File: config.mk
export PLATFORM = sky130hd
export DESIGN_NAME = hsv_core_axil_arbiter_flat
export DESIGN_NICKNAME = d
export VERILOG_FILES = /design/src/rtl/hsv_core_axil_arbiter_if.sv /design/src/rtl/hsv_core_axil_arbiter.sv /design/src/flat_wrapper.sv
export SDC_FILE = /design/constraint.sdc
export NUM_CORES = 1
export LEC_CHECK = 0
export BUFFER_PORTS_ARGS = -buffer_cell sky130_fd_sc_hd__buf_4
export CORE_AREA = 10 10 170 172
export DETAILED_ROUTE_END_ITERATION = 10
export DIE_AREA = 0 0 180 182
export PLACE_DENSITY = 0.42
export SLEW_MARGIN = 20
export SYNTH_ARGS = -nofsm -noshare
export SYNTH_HDL_FRONTEND = slang
export SYNTH_SLANG_ARGS = --single-unit
export TNS_END_PERCENT = 50
File: constraint.sdc
create_clock -name clk_core -period 7.5 [get_ports clk_core]
set_clock_uncertainty 0.2 [all_clocks]
set_input_delay 1.5 -clock clk_core [delete_from_list [all_inputs] [get_ports clk_core]]
set_output_delay 1.5 -clock clk_core [all_outputs]
set_load 0.03 [all_outputs]
File: src/rtl/hsv_core_axil_arbiter_if.sv
// AXI-Lite bus bundle shared by the core masters, the arbiter and the memory interconnect.
// Every channel: a source raises valid without waiting for ready, then holds valid and payload
// steady until the edge where valid and ready are both high.
interface axil_if #(
  parameter int ADDR_W = 32,
  parameter int DATA_W = 32
);
  logic [ADDR_W-1:0]   awaddr;
  logic [2:0]          awprot;
  logic                awvalid;
  logic                awready;
  logic [DATA_W-1:0]   wdata;
  logic [DATA_W/8-1:0] wstrb;
  logic                wvalid;
  logic                wready;
  logic [1:0]          bresp;
  logic                bvalid;
  logic                bready;
  logic [ADDR_W-1:0]   araddr;
  logic [2:0]          arprot;
  logic                arvalid;
  logic                arready;
  logic [DATA_W-1:0]   rdata;
  logic [1:0]          rresp;
  logic                rvalid;
  logic                rready;

  modport m (
    output awaddr, awprot, awvalid, input awready,
    output wdata, wstrb, wvalid, input wready,
    input bresp, bvalid, output bready,
    output araddr, arprot, arvalid, input arready,
    input rdata, rresp, rvalid, output rready
  );

  modport s (
    input awaddr, awprot, awvalid, output awready,
    input wdata, wstrb, wvalid, output wready,
    output bresp, bvalid, input bready,
    input araddr, arprot, arvalid, output arready,
    output rdata, rresp, rvalid, input rready
  );
endinterface

File: src/rtl/hsv_core_axil_arbiter.sv
// 2:1 AXI-Lite arbiter: round-robin per channel, in-order response routing through
// small id FIFOs that remember which master issued each outstanding request.
module hsv_core_axil_arbiter_route_fifo #(
  parameter int DEPTH = 4
) (
  input  logic clk,
  input  logic rst_n,
  input  logic push,
  input  logic push_id,
  input  logic pop,
  output logic full,
  output logic empty,
  output logic head
);
  localparam int PW = (DEPTH > 1) ? $clog2(DEPTH) : 1;
  localparam int CW = $clog2(DEPTH + 1);

  logic [DEPTH-1:0] ids_q, ids_d;
  logic [PW-1:0]    wptr_q, wptr_d, rptr_q, rptr_d;
  logic [CW-1:0]    cnt_q, cnt_d;

  assign full  = (cnt_q == CW'(DEPTH));
  assign empty = (cnt_q == '0);
  assign head  = ids_q[rptr_q];

  always_comb begin
    ids_d  = ids_q;
    wptr_d = wptr_q;
    rptr_d = rptr_q;
    cnt_d  = cnt_q;
    if (push) begin
      ids_d[wptr_q] = push_id;
      wptr_d = (wptr_q == PW'(DEPTH - 1)) ? '0 : wptr_q + PW'(1);
    end
    if (pop) begin
      rptr_d = (rptr_q == PW'(DEPTH - 1)) ? '0 : rptr_q + PW'(1);
    end
    if (push && !pop)      cnt_d = cnt_q + CW'(1);
    else if (!push && pop) cnt_d = cnt_q - CW'(1);
  end

  always_ff @(posedge clk or negedge rst_n) begin
    if (!rst_n) begin
      ids_q  <= '0;
      wptr_q <= '0;
      rptr_q <= '0;
      cnt_q  <= '0;
    end else begin
      ids_q  <= ids_d;
      wptr_q <= wptr_d;
      rptr_q <= rptr_d;
      cnt_q  <= cnt_d;
    end
  end
endmodule

module hsv_core_axil_arbiter #(
  parameter int MAX_PENDING = 4
) (
  input  logic clk_core,
  input  logic rst_core_n,
  axil_if.s    s0,
  axil_if.s    s1,
  axil_if.m    mem,
  output logic rd_owner,
  output logic wr_owner
);
  logic rd_lock_q, rd_lock_d, rd_grant_q, rd_grant_d, rd_last_q, rd_last_d;
  logic rd_own_q, rd_own_d, rd_sel, ar_hs, r_hs, rd_full, rd_empty, rd_head;
  logic wr_lock_q, wr_lock_d, wr_grant_q, wr_grant_d, wr_last_q, wr_last_d;
  logic wr_own_q, wr_own_d, wr_sel, aw_hs, w_hs, b_hs, wr_full, wr_empty, wr_head;
  logic aw_done_q, aw_done_d, w_done_q, w_done_d, wr_done;

  // ---------------- read address channel ----------------
  always_comb begin
    if (rd_lock_q)                       rd_sel = rd_grant_q;
    else if (s0.arvalid && s1.arvalid)   rd_sel = ~rd_last_q;
    else                                 rd_sel = s1.arvalid;
  end

  assign mem.arvalid = ~rd_full & (rd_sel ? s1.arvalid : s0.arvalid);
  assign mem.araddr  = rd_sel ? s1.araddr : s0.araddr;
  assign mem.arprot  = rd_sel ? s1.arprot : s0.arprot;
  assign ar_hs       = mem.arvalid & mem.arready;
  assign s0.arready  = ar_hs & ~rd_sel;
  assign s1.arready  = ar_hs & rd_sel;
  assign rd_owner    = (rd_lock_q | mem.arvalid) ? rd_sel : rd_own_q;

  // A presented but unaccepted AR freezes the grant so the payload stays stable.
  always_comb begin
    rd_lock_d  = rd_lock_q;
    rd_grant_d = rd_grant_q;
    rd_last_d  = rd_last_q;
    rd_own_d   = rd_own_q;
    if (ar_hs) begin
      rd_lock_d = 1'b0;
      rd_last_d = rd_sel;
      rd_own_d  = rd_sel;
    end else if (mem.arvalid) begin
      rd_lock_d  = 1'b1;
      rd_grant_d = rd_sel;
    end
  end

  // ---------------- read data channel ----------------
  assign s0.rvalid  = mem.rvalid & ~rd_empty & ~rd_head;
  assign s1.rvalid  = mem.rvalid & ~rd_empty & rd_head;
  assign s0.rdata   = mem.rdata;
  assign s1.rdata   = mem.rdata;
  assign s0.rresp   = mem.rresp;
  assign s1.rresp   = mem.rresp;
  assign mem.rready = ~rd_empty & (rd_head ? s1.rready : s0.rready);
  assign r_hs       = mem.rvalid & mem.rready;

  hsv_core_axil_arbiter_route_fifo #(.DEPTH(MAX_PENDING)) u_rd_fifo (
    .clk(clk_core), .rst_n(rst_core_n), .push(ar_hs), .push_id(rd_sel), .pop(r_hs),
    .full(rd_full), .empty(rd_empty), .head(rd_head)
  );

  // ---------------- write address/data channels ----------------
  always_comb begin
    if (wr_lock_q)
      wr_sel = wr_grant_q;
    else if ((s0.awvalid | s0.wvalid) && (s1.awvalid | s1.wvalid))
      wr_sel = ~wr_last_q;
    else
      wr_sel = s1.awvalid | s1.wvalid;
  end

  assign mem.awvalid = ~wr_full & ~aw_done_q & (wr_sel ? s1.awvalid : s0.awvalid);
  assign mem.awaddr  = wr_sel ? s1.awaddr : s0.awaddr;
  assign mem.awprot  = wr_sel ? s1.awprot : s0.awprot;
  assign mem.wvalid  = ~wr_full & ~w_done_q & (wr_sel ? s1.wvalid : s0.wvalid);
  assign mem.wdata   = wr_sel ? s1.wdata : s0.wdata;
  assign mem.wstrb   = wr_sel ? s1.wstrb : s0.wstrb;
  assign aw_hs       = mem.awvalid & mem.awready;
  assign w_hs        = mem.wvalid & mem.wready;
  assign s0.awready  = aw_hs & ~wr_sel;
  assign s1.awready  = aw_hs & wr_sel;
  assign s0.wready   = w_hs & ~wr_sel;
  assign s1.wready   = w_hs & wr_sel;
  assign wr_done     = (aw_done_q | aw_hs) & (w_done_q | w_hs);
  assign wr_owner    = (wr_lock_q | mem.awvalid | mem.wvalid) ? wr_sel : wr_own_q;

  // The grant holds until both AW and W have completed, in whichever order.
  always_comb begin
    wr_lock_d  = wr_lock_q;
    wr_grant_d = wr_grant_q;
    wr_last_d  = wr_last_q;
    wr_own_d   = wr_own_q;
    aw_done_d  = aw_done_q;
    w_done_d   = w_done_q;
    if (wr_done) begin
      wr_lock_d = 1'b0;
      aw_done_d = 1'b0;
      w_done_d  = 1'b0;
      wr_last_d = wr_sel;
      wr_own_d  = wr_sel;
    end else if (mem.awvalid | mem.wvalid | aw_done_q | w_done_q) begin
      wr_lock_d  = 1'b1;
      wr_grant_d = wr_sel;
      aw_done_d  = aw_done_q | aw_hs;
      w_done_d   = w_done_q | w_hs;
    end
  end

  // ---------------- write response channel ----------------
  assign s0.bvalid  = mem.bvalid & ~wr_empty & ~wr_head;
  assign s1.bvalid  = mem.bvalid & ~wr_empty & wr_head;
  assign s0.bresp   = mem.bresp;
  assign s1.bresp   = mem.bresp;
  assign mem.bready = ~wr_empty & (wr_head ? s1.bready : s0.bready);
  assign b_hs       = mem.bvalid & mem.bready;

  hsv_core_axil_arbiter_route_fifo #(.DEPTH(MAX_PENDING)) u_wr_fifo (
    .clk(clk_core), .rst_n(rst_core_n), .push(wr_done), .push_id(wr_sel), .pop(b_hs),
    .full(wr_full), .empty(wr_empty), .head(wr_head)
  );

  always_ff @(posedge clk_core or negedge rst_core_n) begin
    if (!rst_core_n) begin
      rd_lock_q  <= 1'b0;
      rd_grant_q <= 1'b0;
      rd_last_q  <= 1'b1;
      rd_own_q   <= 1'b0;
      wr_lock_q  <= 1'b0;
      wr_grant_q <= 1'b0;
      wr_last_q  <= 1'b1;
      wr_own_q   <= 1'b0;
      aw_done_q  <= 1'b0;
      w_done_q   <= 1'b0;
    end else begin
      rd_lock_q  <= rd_lock_d;
      rd_grant_q <= rd_grant_d;
      rd_last_q  <= rd_last_d;
      rd_own_q   <= rd_own_d;
      wr_lock_q  <= wr_lock_d;
      wr_grant_q <= wr_grant_d;
      wr_last_q  <= wr_last_d;
      wr_own_q   <= wr_own_d;
      aw_done_q  <= aw_done_d;
      w_done_q   <= w_done_d;
    end
  end

  // Responses may only arrive for requests that were issued through this arbiter.
  a_r_no_orphan: assert property (@(posedge clk_core) disable iff (!rst_core_n)
                                  !(mem.rvalid && rd_empty));
  a_b_no_orphan: assert property (@(posedge clk_core) disable iff (!rst_core_n)
                                  !(mem.bvalid && wr_empty));
endmodule

File: src/flat_wrapper.sv
// flat-port wrapper written by rule: the top's interface ports become plain ports
module hsv_core_axil_arbiter_flat 
#(
  parameter int MAX_PENDING = 4
)
  (clk_core, rst_core_n, rd_owner, wr_owner, s0_awaddr, s0_awprot, s0_awvalid, s0_awready, s0_wdata, s0_wstrb, s0_wvalid, s0_wready, s0_bresp, s0_bvalid, s0_bready, s0_araddr, s0_arprot, s0_arvalid, s0_arready, s0_rdata, s0_rresp, s0_rvalid, s0_rready, s1_awaddr, s1_awprot, s1_awvalid, s1_awready, s1_wdata, s1_wstrb, s1_wvalid, s1_wready, s1_bresp, s1_bvalid, s1_bready, s1_araddr, s1_arprot, s1_arvalid, s1_arready, s1_rdata, s1_rresp, s1_rvalid, s1_rready, mem_awaddr, mem_awprot, mem_awvalid, mem_awready, mem_wdata, mem_wstrb, mem_wvalid, mem_wready, mem_bresp, mem_bvalid, mem_bready, mem_araddr, mem_arprot, mem_arvalid, mem_arready, mem_rdata, mem_rresp, mem_rvalid, mem_rready);
  axil_if s0_i ();
  axil_if s1_i ();
  axil_if mem_i ();
  input  logic clk_core;
  input  logic rst_core_n;
  output logic rd_owner;
  output logic wr_owner;
  input wire logic [$bits(s0_i.awaddr)-1:0] s0_awaddr;
  input wire logic [$bits(s0_i.awprot)-1:0] s0_awprot;
  input wire logic [$bits(s0_i.awvalid)-1:0] s0_awvalid;
  output wire logic [$bits(s0_i.awready)-1:0] s0_awready;
  input wire logic [$bits(s0_i.wdata)-1:0] s0_wdata;
  input wire logic [$bits(s0_i.wstrb)-1:0] s0_wstrb;
  input wire logic [$bits(s0_i.wvalid)-1:0] s0_wvalid;
  output wire logic [$bits(s0_i.wready)-1:0] s0_wready;
  output wire logic [$bits(s0_i.bresp)-1:0] s0_bresp;
  output wire logic [$bits(s0_i.bvalid)-1:0] s0_bvalid;
  input wire logic [$bits(s0_i.bready)-1:0] s0_bready;
  input wire logic [$bits(s0_i.araddr)-1:0] s0_araddr;
  input wire logic [$bits(s0_i.arprot)-1:0] s0_arprot;
  input wire logic [$bits(s0_i.arvalid)-1:0] s0_arvalid;
  output wire logic [$bits(s0_i.arready)-1:0] s0_arready;
  output wire logic [$bits(s0_i.rdata)-1:0] s0_rdata;
  output wire logic [$bits(s0_i.rresp)-1:0] s0_rresp;
  output wire logic [$bits(s0_i.rvalid)-1:0] s0_rvalid;
  input wire logic [$bits(s0_i.rready)-1:0] s0_rready;
  input wire logic [$bits(s1_i.awaddr)-1:0] s1_awaddr;
  input wire logic [$bits(s1_i.awprot)-1:0] s1_awprot;
  input wire logic [$bits(s1_i.awvalid)-1:0] s1_awvalid;
  output wire logic [$bits(s1_i.awready)-1:0] s1_awready;
  input wire logic [$bits(s1_i.wdata)-1:0] s1_wdata;
  input wire logic [$bits(s1_i.wstrb)-1:0] s1_wstrb;
  input wire logic [$bits(s1_i.wvalid)-1:0] s1_wvalid;
  output wire logic [$bits(s1_i.wready)-1:0] s1_wready;
  output wire logic [$bits(s1_i.bresp)-1:0] s1_bresp;
  output wire logic [$bits(s1_i.bvalid)-1:0] s1_bvalid;
  input wire logic [$bits(s1_i.bready)-1:0] s1_bready;
  input wire logic [$bits(s1_i.araddr)-1:0] s1_araddr;
  input wire logic [$bits(s1_i.arprot)-1:0] s1_arprot;
  input wire logic [$bits(s1_i.arvalid)-1:0] s1_arvalid;
  output wire logic [$bits(s1_i.arready)-1:0] s1_arready;
  output wire logic [$bits(s1_i.rdata)-1:0] s1_rdata;
  output wire logic [$bits(s1_i.rresp)-1:0] s1_rresp;
  output wire logic [$bits(s1_i.rvalid)-1:0] s1_rvalid;
  input wire logic [$bits(s1_i.rready)-1:0] s1_rready;
  output wire logic [$bits(mem_i.awaddr)-1:0] mem_awaddr;
  output wire logic [$bits(mem_i.awprot)-1:0] mem_awprot;
  output wire logic [$bits(mem_i.awvalid)-1:0] mem_awvalid;
  input wire logic [$bits(mem_i.awready)-1:0] mem_awready;
  output wire logic [$bits(mem_i.wdata)-1:0] mem_wdata;
  output wire logic [$bits(mem_i.wstrb)-1:0] mem_wstrb;
  output wire logic [$bits(mem_i.wvalid)-1:0] mem_wvalid;
  input wire logic [$bits(mem_i.wready)-1:0] mem_wready;
  input wire logic [$bits(mem_i.bresp)-1:0] mem_bresp;
  input wire logic [$bits(mem_i.bvalid)-1:0] mem_bvalid;
  output wire logic [$bits(mem_i.bready)-1:0] mem_bready;
  output wire logic [$bits(mem_i.araddr)-1:0] mem_araddr;
  output wire logic [$bits(mem_i.arprot)-1:0] mem_arprot;
  output wire logic [$bits(mem_i.arvalid)-1:0] mem_arvalid;
  input wire logic [$bits(mem_i.arready)-1:0] mem_arready;
  input wire logic [$bits(mem_i.rdata)-1:0] mem_rdata;
  input wire logic [$bits(mem_i.rresp)-1:0] mem_rresp;
  input wire logic [$bits(mem_i.rvalid)-1:0] mem_rvalid;
  output wire logic [$bits(mem_i.rready)-1:0] mem_rready;
  assign s0_i.awaddr = s0_awaddr;
  assign s0_i.awprot = s0_awprot;
  assign s0_i.awvalid = s0_awvalid;
  assign s0_awready = s0_i.awready;
  assign s0_i.wdata = s0_wdata;
  assign s0_i.wstrb = s0_wstrb;
  assign s0_i.wvalid = s0_wvalid;
  assign s0_wready = s0_i.wready;
  assign s0_bresp = s0_i.bresp;
  assign s0_bvalid = s0_i.bvalid;
  assign s0_i.bready = s0_bready;
  assign s0_i.araddr = s0_araddr;
  assign s0_i.arprot = s0_arprot;
  assign s0_i.arvalid = s0_arvalid;
  assign s0_arready = s0_i.arready;
  assign s0_rdata = s0_i.rdata;
  assign s0_rresp = s0_i.rresp;
  assign s0_rvalid = s0_i.rvalid;
  assign s0_i.rready = s0_rready;
  assign s1_i.awaddr = s1_awaddr;
  assign s1_i.awprot = s1_awprot;
  assign s1_i.awvalid = s1_awvalid;
  assign s1_awready = s1_i.awready;
  assign s1_i.wdata = s1_wdata;
  assign s1_i.wstrb = s1_wstrb;
  assign s1_i.wvalid = s1_wvalid;
  assign s1_wready = s1_i.wready;
  assign s1_bresp = s1_i.bresp;
  assign s1_bvalid = s1_i.bvalid;
  assign s1_i.bready = s1_bready;
  assign s1_i.araddr = s1_araddr;
  assign s1_i.arprot = s1_arprot;
  assign s1_i.arvalid = s1_arvalid;
  assign s1_arready = s1_i.arready;
  assign s1_rdata = s1_i.rdata;
  assign s1_rresp = s1_i.rresp;
  assign s1_rvalid = s1_i.rvalid;
  assign s1_i.rready = s1_rready;
  assign mem_awaddr = mem_i.awaddr;
  assign mem_awprot = mem_i.awprot;
  assign mem_awvalid = mem_i.awvalid;
  assign mem_i.awready = mem_awready;
  assign mem_wdata = mem_i.wdata;
  assign mem_wstrb = mem_i.wstrb;
  assign mem_wvalid = mem_i.wvalid;
  assign mem_i.wready = mem_wready;
  assign mem_i.bresp = mem_bresp;
  assign mem_i.bvalid = mem_bvalid;
  assign mem_bready = mem_i.bready;
  assign mem_araddr = mem_i.araddr;
  assign mem_arprot = mem_i.arprot;
  assign mem_arvalid = mem_i.arvalid;
  assign mem_i.arready = mem_arready;
  assign mem_i.rdata = mem_rdata;
  assign mem_i.rresp = mem_rresp;
  assign mem_i.rvalid = mem_rvalid;
  assign mem_rready = mem_i.rready;
  hsv_core_axil_arbiter #(.MAX_PENDING(MAX_PENDING)) u_core (.clk_core(clk_core), .rst_core_n(rst_core_n), .s0(s0_i), .s1(s1_i), .mem(mem_i), .rd_owner(rd_owner), .wr_owner(wr_owner));
endmodule
# Word-level counts from Yosys, hierarchy flattened

Index checks and enable logic that the tools add are counted.

RAM bits: 0
Word-level logic and storage cells: 150
Bits in latches: 0
Bits in registers: 32
Memories kept: 0
Memory bits (read-only): 0

Magnitude comparators: 6
Div/mod/pow operators: 0
Add/subtract/negate cells: 8
Eq/ne operators: 6
Reduce and logical (&&, ||, !) cells: 20
Mux-type cells: 43
Bitwise logic cells: 49
Multiply operators: 0
Shifts and indexed selects: 0

Operators by type and width:

| operator            | number |
|---|---|
| $mux 32             | 3 |
| $and 1x1->1         | 25 |
| $mux 1              | 23 |
| $mux 3              | 6 |
| $not 1->1           | 14 |
| $lt 2x3->1 const B  | 4 |
| $or 1x1->1          | 10 |
| $add 2x1->2 const B | 4 |
| $bwmux 4            | 2 |
| $eq 2x2->1 const B  | 4 |
| $logic_and 1x1->1   | 8 |
| $mux 2              | 4 |
| $reduce_bool 2->1   | 4 |
| $add 3x1->3 const B | 2 |
| $eq 3x3->1 const B  | 2 |
| $logic_not 3->1     | 2 |
| $sub 3x1->3 const B | 2 |
| $bmux 1 s2          | 2 |
| $demux 1 s2         | 2 |
| $ge 2x1->1 const B  | 2 |
| $logic_not 1->1     | 4 |
| $mux 4              | 1 |
| $reduce_and 2->1    | 2 |

# Logic depth before layout (Yosys ltp)

Gate-level depths: netlist of the first run.

Word-level depth: 13
Gate-level depth with buffers: 11

# Cells and area by module

A second synthesis of the first run with hierarchy kept.

Cells, all modules: 437
Area total of the unflattened synthesis: 3682.3 µm²

By module, submodules not included:

| module                                               | area each (µm²) | times used | sequential area each (µm²) | cells each |
|---|---|---|---|---|
| hsv_core_axil_arbiter                                | 2542.4          | 1          | 252.7                      | 345 |
| hsv_core_axil_arbiter_route_fifo at u_core.u_wr_fifo | 570.5           | 1          | 275.3                      | 46 |
| hsv_core_axil_arbiter_route_fifo at u_core.u_rd_fifo | 569.3           | 1          | 275.3                      | 46 |

# Worst setup path before layout of the first run

Ideal clock, no wire load.

Path kind: input-to-output
Start: input s0_arvalid
End: output s1_arready
Arrival: 3.581 ns
Stages: 5
Data required time: 5.800 ns
Path slack: 2.219 ns
Path buffers: 1
Cells stage by stage: a21bo_2 > a221oi_1 > and2_1 > buf_2 > nor2b_1

Word-level cells in the longest chain between the ends: 7

Ends and longest elaborated chain:

| item               | line                        | text |
|---|---|---|
| start: declaration | flat_wrapper.sv:27          | `input wire logic [$bits(s0_i.arvalid)-1:0] s0_arvalid;` |
| $logic_and 1x1->1  | hsv_core_axil_arbiter.sv:77 | `else if (s0.arvalid && s1.arvalid) rd_sel = ~rd_last_q;` |
| $mux 1             | hsv_core_axil_arbiter.sv:77 |  |
| $mux 1             | hsv_core_axil_arbiter.sv:76 | `if (rd_lock_q) rd_sel = rd_grant_q;` |
| $mux 1 *           | hsv_core_axil_arbiter.sv:81 | `assign mem.arvalid = ~rd_full & (rd_sel ? s1.arvalid : s0.arvalid);` |
| $and 1x1->1 *      | hsv_core_axil_arbiter.sv:81 |  |
| via mem_arvalid    | flat_wrapper.sv:65          | `output wire logic [$bits(mem_i.arvalid)-1:0] mem_arvalid;` |
| $and 1x1->1 *      | hsv_core_axil_arbiter.sv:84 | `assign ar_hs = mem.arvalid & mem.arready;` |
| $and 1x1->1 *      | hsv_core_axil_arbiter.sv:86 | `assign s1.arready = ar_hs & rd_sel;` |
| end: declaration   | flat_wrapper.sv:47          | `output wire logic [$bits(s1_i.arready)-1:0] s1_arready;` |

Mark *: on every way through the listed nets, which the timed path passes. The rest lies on a longest branch.

# Worst setup path in the final report of the first run

Start: input s0_arvalid
End: output s0_arready

Word-level cells in the longest chain between the ends: 7
Elaborated cells on any way between the ends: 8
Those cells by class: mux: 3; bitwise: 4; reduce/logical: 1

Ends and longest elaborated chain:

| item              | line                        | text |
|---|---|---|
| $logic_and 1x1->1 | hsv_core_axil_arbiter.sv:77 |  |
| $mux 1            | hsv_core_axil_arbiter.sv:77 |  |
| $mux 1            | hsv_core_axil_arbiter.sv:76 |  |
| $mux 1            | hsv_core_axil_arbiter.sv:81 |  |
| $and 1x1->1       | hsv_core_axil_arbiter.sv:81 |  |
| $and 1x1->1       | hsv_core_axil_arbiter.sv:84 |  |
| $and 1x1->1 *     | hsv_core_axil_arbiter.sv:85 | `assign s0.arready = ar_hs & ~rd_sel;` |
| end: declaration  | flat_wrapper.sv:28          | `output wire logic [$bits(s0_i.arready)-1:0] s0_arready;` |

Mark *: on every way between the ends. The rest lies on a longest branch, timed or not.

==> results of run 1 <==
stage by stage:
step,utilization (%),cell area (sq um),hold WS (ns)
after floorplan,-,3700,0.255
after global placement,24.2,6200,0.283
after detailed placement,24.2,6200,0.288
after CTS,24.7,6330,0.300
after global routing,24.7,6330,0.314
final,24.7,6340,0.297
registers in the layout (all words and copies together) (netlist names):
name and cells:
u_core.w_done_q 1, u_core.rd_lock_q 1, u_core.aw_done_q 1, u_core.wr_lock_q 1, u_core.u_rd_fifo.rptr_q 2, u_core.u_wr_fifo.cnt_q 3, u_core.u_rd_fifo.wptr_q 2, u_core.u_wr_fifo.rptr_q 2
u_core.u_wr_fifo.ids_q 4, u_core.wr_grant_q 1, u_core.wr_own_q 1, u_core.u_rd_fifo.cnt_q 3, u_core.wr_last_q 1, u_core.u_rd_fifo.ids_q 4, u_core.rd_own_q 1, u_core.u_wr_fifo.wptr_q 2
u_core.rd_grant_q 1, u_core.rd_last_q 1
power by group through the flow:
stage,Combinational [mW],Sequential (mW),Clock (mW)
4_1_cts,2.07,0.351,0.199
3_3_place_gp,2.07,0.354,0
2_1_floorplan,1.45,0.326,0
6_report,2.04,0.350,0.190
3_5_place_dp,2.06,0.353,0
5_1_grt,2.18,0.366,0.206
per-layer routing:
layer | vias up | share of wire [%]
li1 | 1773 | -
met1 | 1655 | 36
met2 | 159 | 48
met3 | 29 | 14
met4 | 20 | 0.93
met5 | - | 0.59
final timing paths:
kind | start | to | slack [ns] | cells after the start
min in group asynchronous | rst_core_n | u_core.u_rd_fifo.cnt_q[2] | 0.97 | 1
hold / removal | u_core.u_rd_fifo.cnt_q[2] | u_core.u_rd_fifo.cnt_q[2] | 0.30 | 1
setup / recovery | s0_arvalid | s0_arready | 2.46 | 6
max in group asynchronous | rst_core_n | u_core.wr_last_q | 5.79 | 1
hold reg to reg | u_core.u_rd_fifo.cnt_q[2] | u_core.u_rd_fifo.cnt_q[2] | 0.30 | 1
setup reg to reg | u_core.rd_lock_q | u_core.u_rd_fifo.cnt_q[2] | 4.29 | 9
cell type report:
type | count | area (sq um) | area share [%]
clock buffer | 7 | 133 | 2.09
sequential | 32 | 803 | 12.7
clock inverter | 1 | 5.00 | 0.0790
tap | 335 | 419 | 6.61
inverter | 16 | 60.1 | 0.948
antenna | 1 | 2.50 | 0.0395
multi-input combinational | 234 | 2250 | 35.5
timing repair buffer | 353 | 2660 | 42.0
cell usage in the layout (no fill, tap or decap), drive strengths merged, types with 2 or more instances in the layout:
cell / synthesis / layout
a211o: 2 / 2
a21oi: 6 / 6
a31oi: 5 / 5
and2: 8 / 8
and3: 4 / 4
buf: 81 / 353
clkbuf: 6 / 7
dfrtp: 30 / 30
dfstp: 2 / 2
fa: 2 / 2
ha: 12 / 12
inv: 16 / 16
mux2: 124 / 124
mux4: 2 / 2
nand2: 8 / 8
nand3: 6 / 6
nor2: 18 / 18
nor2b: 3 / 3
nor3b: 2 / 2
o2111ai: 2 / 2
o211ai: 6 / 6
o21ai: 5 / 5
or3: 2 / 2
xnor2: 2 / 2
xor2: 4 / 4
cell families (layout without fill, tap and decap cells):
group,Yosys count,in the layout
xor gates and xnor gates,6,6
AOI/OAI and AO/OA,33,33
other,0,1
DFF,32,32
muxes,127,127
buffers and inverters,103,377
and+or+nand+nor,54,54
adders and majority gates,14,14
==> flow_metrics.py, run 1 <==
metrics = {
    "yosys": {
        "synth_warnings": 0,
        "syn-num-nets": 648,
        "synth.mux.area_fraction_pct": 39.8,
        "yosysMostFrequentCell": "mux2_2",
        "synth_cell_types": 41,
        "synthTopCellsByArea": "mux2_2 36%, dfrtp_1 20%, buf_4 15%",
        "synth-seq-area-share_pct": 21.7,
        "syn-cell-area_sq_mm": 0.00370,
        "synth_xor_area_share_pct": 1.42,
        "synth_edf_count": 0,
        "netlist_instances": 369,
        "yosysTopAreaCellShare_pct": 35.9,
        "synth_top_family_by_area": "multiplexers",
        "synthArstFlopShare_pct": 100,
        "synth_compound_area_share_pct": 6.18,
        "synth_fa_ha_area_share_pct": 5.14,
        "ys_top_cells_by_count": "118 x mux2_2, 73 x buf_4, 30 x dfrtp_1, 18 x nor2_1, 16 x inv_1",
        "ys_ff_latch": 32,
        "postSynthAreaPerCell_sq_um": 10.0,
        "synth_top_area_cell": "mux2_2",
        "yosys_most_used_dff": "dfrtp_1",
        "synthSimpleGateAreaFrac_pct": 7.67,
    },
    "clock_network": {
        "cts_made_buffers": 5,
        "cts_tree": "built",
        "hold_buffers": 0,
        "cts_resized": 0,
        "clockBufferDepth": 2,
        "cts.sinks": 32,
        "postCtsSetupBuffers": 0,
        "cts_root_buffer": "clkbuf_16",
        "htreeDepth": 2,
        "insertion_delay_ns": 0.27,
        "clk_pin_slew_worst_paths_ns": 0.05,
    },
    "timing": {
        "post-route-period-util_pct": 67.2,
        "rsz0062_at_grt": "false",
        "fmax_mhz": 198,
        "slew_headroom_pct": 56.6,
        "setup_viol": 0,
        "tightest_slew_ns": 0.647,
        "final.min_clock_period_ns": 5.04,
        "final-hold-violation-count": 0,
        "finalSetupTns_ns": 0,
        "slew_violations": 0,
        "setup_ws_ns": 2.46,
    },
    "worst_setup_path": {
        "crit_family": "simple AND/OR/NAND/NOR gates",
        "critPathMaxFanout": 18,
        "timing_worst_setup_path_type": "in -> out",
        "required_ns": 5.80,
        "worst_path_largest_cell_delay_ns": 0.60,
        "cp-end-kind": "output port",
        "worstPathArrival_ns": 3.34,
        "critPathSlowestCell": "and2_1",
        "path_cells": "buf_4, a21bo_2, a221oi_1, and2_1, and2_1, buf_4",
        "cp-start-kind": "input pin",
        "path_buf_inv": 2,
    },
    "grt": {
        "use_met3_pct": 8.45,
        "grt-ovfl-total": 0,
        "grt_use_total_pct": 11.9,
        "grt_pass1_wl_mm": 29.1,
        "grt_pass1_vias": 3963,
        "grtUsageMet2_pct": 19.2,
        "use_met1_pct": 12.7,
        "grt_max_degree": 74,
        "antenna_found_initial": 12,
        "gr-max-usage-layer": "met2",
    },
    "drt": {
        "vias_per_cell": 3.71,
        "vias": 3636,
        "first_iter_violations": 183,
        "drt-pass1-iter-count": 4,
        "drtAntennaViolNets": 0,
        "drc_errors": 0,
        "finalWirelength_mm": 21.3,
        "wl_per_cell_um": 21.7,
    },
    "finish": {
        "drive_gt1_share_pct": 77.4,
        "finish.net_count": 921,
        "area_growth_pct": 71.1,
        "fin_cells": 979,
        "fillers": 2819,
    },
    "power": {
        "p_total_mw": 2.58,
        "p_seq_share_pct": 13.6,
        "p_leak_nw": 3.07,
        "power_density_mw_per_mm2": 407,
        "p_sw_mw": 1.28,
        "p_int_mw": 1.29,
        "swShare_pct": 49.8,
        "peakVddDrop_uv": 164,
        "p_clk_share_pct": 7.4,
        "combPwrFrac_pct": 79.1,
    },
    "floorplan": {
        "initial_utilization_pct": 14.5,
        "die_x_um": 180,
        "io_pins": 460,
        "die_h_um": 182,
        "die_area_sq_mm": 0.0328,
        "core_area_sq_mm": 0.0256,
        "num_rows": 59,
    },
    "placement": {
        "dp_slack_ns": 2.44,
        "dp_cells": 970,
        "io_buffers": 351,
        "hpwl_mm": 19.3,
        "gp_congestion": 0.848,
    },
    "flow_run": {
        "max_cap_violations": 0,
    },
    "worst_hold_path": {
        "hold_path_class": "reg -> reg",
    },
    "outcome": {
        "status": "finished clean",
    },
}
Note: power is estimated with default switching activity, not from simulation.
==> run 2, diff against run 1 <==
Settings changed: CORE_AREA 10 10 170 172 to 10 10 172 174, DIE_AREA 0 0 180 182 to 0 0 182 184, PLACE_DENSITY 0.42 to 0.41.
Clock period 7.5 ns to 4.8 ns, I/O delays scaled along.
==> flow_metrics.py, run 2 (synthesis gave the netlist of run 1 again) <==
metrics = {
    "floorplan": {
        "die_h_um": 184,
        "core_area_sq_mm": 0.0259,
        "die_area_sq_mm": 0.0335,
        "num_rows": 59,
        "die_x_um": 182,
        "io_pins": 460,
        "initial_utilization_pct": 14.3,
    },
    "power": {
        "peakVddDrop_uv": 241,
        "p_leak_nw": 3.10,
        "power_density_mw_per_mm2": 639,
        "p_total_mw": 4.08,
    },
    "worst_setup_path": {
        "cp-start-kind": "input pin",
        "critPathSlowestCell": "o21ai_0",
        "crit_top_cell": "buf_4",
        "path_cells": "buf_4, o21ai_0, o211ai_1, a211o_1, inv_1, nor3_1, mux2_2, buf_4",
        "worst_path_largest_cell_delay_ns": 0.42,
        "cp-end-kind": "output port",
        "critPathMaxFanout": 4,
        "path_buf_inv": 3,
        "worstPathArrival_ns": 2.65,
        "timing_worst_setup_path_type": "in -> out",
        "crit_family": "compound AO/OA/AOI/OAI gates",
        "required_ns": 3.64,
    },
    "timing": {
        "fmax_mhz": 263,
        "finalSetupTns_ns": 0,
        "tightest_slew_ns": 0.598,
        "final-hold-violation-count": 0,
        "rsz0062_at_grt": "false",
        "slew_headroom_pct": 60.1,
        "setup_viol": 0,
        "slew_violations": 0,
        "final.min_clock_period_ns": 3.81,
        "post-route-period-util_pct": 79.3,
    },
    "grt": {
        "grt-ovfl-total": 0,
        "antenna_found_initial": 3,
        "grt_max_degree": 48,
        "grt_use_total_pct": 10.6,
        "grt_pass1_wl_mm": 27.6,
        "grt_pass1_vias": 4280,
    },
    "clock_network": {
        "htreeDepth": 2,
        "insertion_delay_ns": 0.27,
        "postCtsSetupBuffers": 0,
        "cts_tree": "built",
        "cts.sinks": 32,
        "cts_made_buffers": 5,
        "cts_resized": 0,
        "cts_root_buffer": "clkbuf_16",
        "hold_buffers": 0,
        "clk_pin_slew_worst_paths_ns": 0.06,
        "clockBufferDepth": 2,
    },
    "drt": {
        "wl_per_cell_um": 19.6,
        "drtAntennaViolNets": 0,
        "wl_met1_mm": 7.18,
        "finalWirelength_mm": 19.3,
        "first_iter_violations": 113,
        "dr_wl_met3_mm": 1.63,
        "top_layer": "met4",
        "vias_per_cell": 3.72,
        "vias": 3660,
        "drt-pass1-iter-count": 4,
        "drc_errors": 0,
        "wl_met2_mm": 10.4,
    },
    "outcome": {
        "status": "finished clean",
    },
    "finish": {
        "layout_commonest_cell": "buf_4",
        "area_growth_pct": 72.4,
        "multiInputGateArea_sq_mm": 0.00225,
        "mostFrequentLayoutCells": "358 x buf_4, 118 x mux2_2, 30 x dfrtp_1",
        "reg.largest.list": "u_core.u_rd_fifo.ids_q: 4 flops, u_core.u_wr_fifo.ids_q: 4 flops",
        "finish.net_count": 927,
        "drive_gt1_share_pct": 77.8,
        "fillers": 2788,
        "regArea_sq_um": 803,
    },
    "placement": {
        "gp_congestion": 0.808,
        "hpwl_mm": 17.4,
        "io_buffers": 351,
    },
    "worst_hold_path": {
        "hold_path_class": "reg -> reg",
    },
    "flow_run": {
        "max_cap_violations": 0,
    },
}
-- run 2: final timing paths --
check,startpoint,to,slack [ns],cells after the start
max in group asynchronous,rst_core_n,u_core.wr_last_q,3.62,1
max,s0_awvalid,wr_owner,0.99,8
min in group asynchronous,rst_core_n,u_core.u_rd_fifo.ids_q[2],0.43,1
min reg2reg,u_core.u_wr_fifo.cnt_q[2],u_core.u_wr_fifo.cnt_q[2],0.30,1
min,u_core.u_wr_fifo.cnt_q[2],u_core.u_wr_fifo.cnt_q[2],0.30,1
max reg2reg,u_core.u_rd_fifo.rptr_q[0],u_core.u_rd_fifo.cnt_q[2],1.81,11
-- run 2: cell type report --
class	count	area share, %
Timing Repair Buffer	359	42.4
Tap cell	335	6.56
Clock inverter	2	0.196
Antenna cell	1	0.0392
Multi-Input combinational cell	234	35.3
Clock buffer	6	2.02
Sequential cell	32	12.6
Inverter	16	0.940
-- run 2: power breakdown --
group	internal (mW)	switching, mW
Combinational	1.45	1.77
Sequential	0.415	0.133
Clock	0.191	0.114
Total	2.06	2.02
-- run 2: metrics by stage --
stage	area, sq um	utilization, %	cells	setup WS (ns)	hold WS, ns
2_1_floorplan	3700	-	369	0.599	0.255
3_3_place_gp	6240	24.1	976	1.01	0.281
3_5_place_dp	6240	24.1	976	0.984	0.293
4_1_cts	6380	24.6	984	0.976	0.300
5_1_grt	6380	24.6	984	0.811	0.315
6_report	6390	24.6	985	0.993	0.297
-- run 2: routing by layer --
layer | up-vias | global-route usage [%]
met2 | 181 | 19.4
met4 | 0 | 2.15
met3 | 12 | 4.04
li1 | 1779 | -
met5 | - | 0
met1 | 1688 | 11.5
==> run 3, diff against run 2 <==
Settings changed: CORE_AREA 10 10 172 174 to 10 10 170 172, DIE_AREA 0 0 182 184 to 0 0 180 182, PLACE_DENSITY 0.41 to 0.43.
Clock period 4.8 ns to 3.5 ns, I/O delays scaled along.
==> flow_metrics.py, run 3 (synthesis gave the netlist of run 1 again) <==
metrics = {
    "outcome": {
        "status": "finished clean",
    },
    "clock_network": {
        "clk_pin_slew_worst_paths_ns": 0.05,
        "postCtsSetupBuffers": 0,
        "hold_buffers": 0,
        "insertion_delay_ns": 0.27,
        "cts_made_buffers": 5,
        "cts_root_buffer": "clkbuf_16",
        "cts_tree": "built",
        "cts_resized": 0,
        "htreeDepth": 2,
        "clockBufferDepth": 2,
        "cts.sinks": 32,
    },
    "finish": {
        "drive_gt1_share_pct": 77.9,
        "multiInputGateArea_sq_mm": 0.00226,
        "fillers": 2787,
        "antenna_cells": 0,
        "regArea_sq_um": 803,
        "fin_cells": 982,
        "reg.largest.list": "u_core.u_rd_fifo.ids_q: 4 flops, u_core.u_wr_fifo.ids_q: 4 flops",
        "area_growth_pct": 72.5,
        "layout_commonest_cell": "buf_4",
        "mostFrequentLayoutCells": "356 x buf_4, 118 x mux2_2, 30 x dfrtp_1",
        "finish.net_count": 926,
    },
    "timing": {
        "final.min_clock_period_ns": 3.26,
        "finalSetupTns_ns": 0,
        "slew_violations": 0,
        "tightest_slew_ns": 0.422,
        "setup_viol": 0,
        "slew_headroom_pct": 71.6,
        "whs_ns": 0.168,
        "final-hold-violation-count": 0,
        "rsz0062_at_grt": "false",
        "post-route-period-util_pct": 93.1,
        "fmax_mhz": 307,
    },
    "floorplan": {
        "io_pins": 460,
        "num_rows": 59,
        "die_x_um": 180,
        "core_area_sq_mm": 0.0256,
        "die_area_sq_mm": 0.0328,
        "die_h_um": 182,
        "initial_utilization_pct": 14.5,
    },
    "worst_setup_path": {
        "required_ns": 2.60,
        "cp-end-kind": "output port",
        "rr_endpoint": "u_core.u_rd_fifo.cnt_q[2]",
        "worstPathArrival_ns": 2.36,
        "r2r_start": "u_core.u_rd_fifo.rptr_q[0]",
        "critPathSlowestCell": "dfstp_2",
        "worst_path_largest_cell_delay_ns": 0.57,
        "cp-start-kind": "register",
        "worstRegToRegCells": 11,
        "path_cells": "o21ai_0, o211ai_1, a211o_1, inv_1, nor3_1, mux2_2, buf_4",
        "r2r_slack_ns": 0.51,
        "crit_path_start": "u_core.wr_last_q",
        "critPathMaxFanout": 6,
        "timing_worst_setup_path_type": "reg -> out",
        "crit_end": "wr_owner",
    },
    "drt": {
        "vias_per_cell": 3.73,
        "first_iter_violations": 120,
        "drtAntennaViolNets": 0,
        "wl_per_cell_um": 20.3,
        "drt-pass1-iter-count": 4,
        "drc_errors": 0,
        "vias": 3658,
        "finalWirelength_mm": 19.9,
    },
    "placement": {
        "gp_congestion": 0.838,
        "io_buffers": 351,
        "dp_cells": 975,
        "hpwl_mm": 18.0,
    },
    "power": {
        "p_leak_nw": 3.10,
        "power_density_mw_per_mm2": 872,
        "peakVddDrop_uv": 455,
        "p_total_mw": 5.57,
    },
    "grt": {
        "grt_max_degree": 61,
        "grt_pass1_vias": 4033,
        "grt-ovfl-total": 0,
        "grt_use_total_pct": 11.1,
        "grt_pass1_wl_mm": 28.2,
        "antenna_found_initial": 2,
    },
    "flow_run": {
        "max_cap_violations": 0,
    },
    "worst_hold_path": {
        "hold_path_class": "in -> async",
    },
}
-- run 3: changes by cell type in the layout (fill, tap and decap cells not counted) --
cell and delta:
buf_4 -2, a221oi_1 -1, a221oi_2 +1, buf_12 +1, clkinvlp_4 -1, diode_2 -1
-- run 3: layer usage --
layer / wire length [um] / track usage, %
met1: 6960 / 11.4
met2: 10100 / 19.1
met5: 38 / 0
met3: 2670 / 7.22
met4: 112 / 1.79
-- run 3: worst min path at each step --
| stage | endpoint | slack [ns] | depth (start not counted) |
|---|---|---|---|
| floorplan | u_core.aw_done_q | 0.20 | 0 |
| global placement | u_core.u_wr_fifo.cnt_q[2] | 0.28 | 1 |
| detailed placement | u_core.u_wr_fifo.cnt_q[2] | 0.28 | 1 |
| CTS | u_core.u_rd_fifo.cnt_q[2] | 0.18 | 1 |
| global route | u_core.u_rd_fifo.cnt_q[2] | 0.20 | 1 |
| finish | u_core.u_rd_fifo.cnt_q[2] | 0.17 | 1 |
-- run 3: worst max-delay path: cells and delay by family (launching register included) --
kind | cells | cell delay (ns)
compound gates | 3 | 0.57
flops | 1 | 0.57
simple gates | 1 | 0.30
mux | 1 | 0.38
buf+inv | 2 | 0.26
-- run 3: metrics by stage --
step                instance area [sq um]  setup slack, ns  util [%]
floorplan                            3710            0.156         -
global placement                     6250            0.312      24.4
detailed placement                   6250            0.296      24.4
CTS                                  6390            0.237      24.9
global route                         6390           0.0584      24.9
finish                               6390            0.241      24.9
-- run 3: where the power goes --
part / switching [mW] / total (mW) / leakage, nW / internal, mW
logic: 2.42 / 4.42 / 2.65 / 2.00
clock network: 0.142 / 0.400 / 0.0667 / 0.258
registers: 0.177 / 0.746 / 0.377 / 0.569
-- run 3: final cells by class --
class / instances / area share (%)
clock inverters: 1 / 0.0784
clock buffers: 6 / 2.02
repair buffers: 358 / 42.5
multi-input cells: 234 / 35.4
flip-flops and latches: 32 / 12.6
inverters: 16 / 0.940
well taps: 335 / 6.56
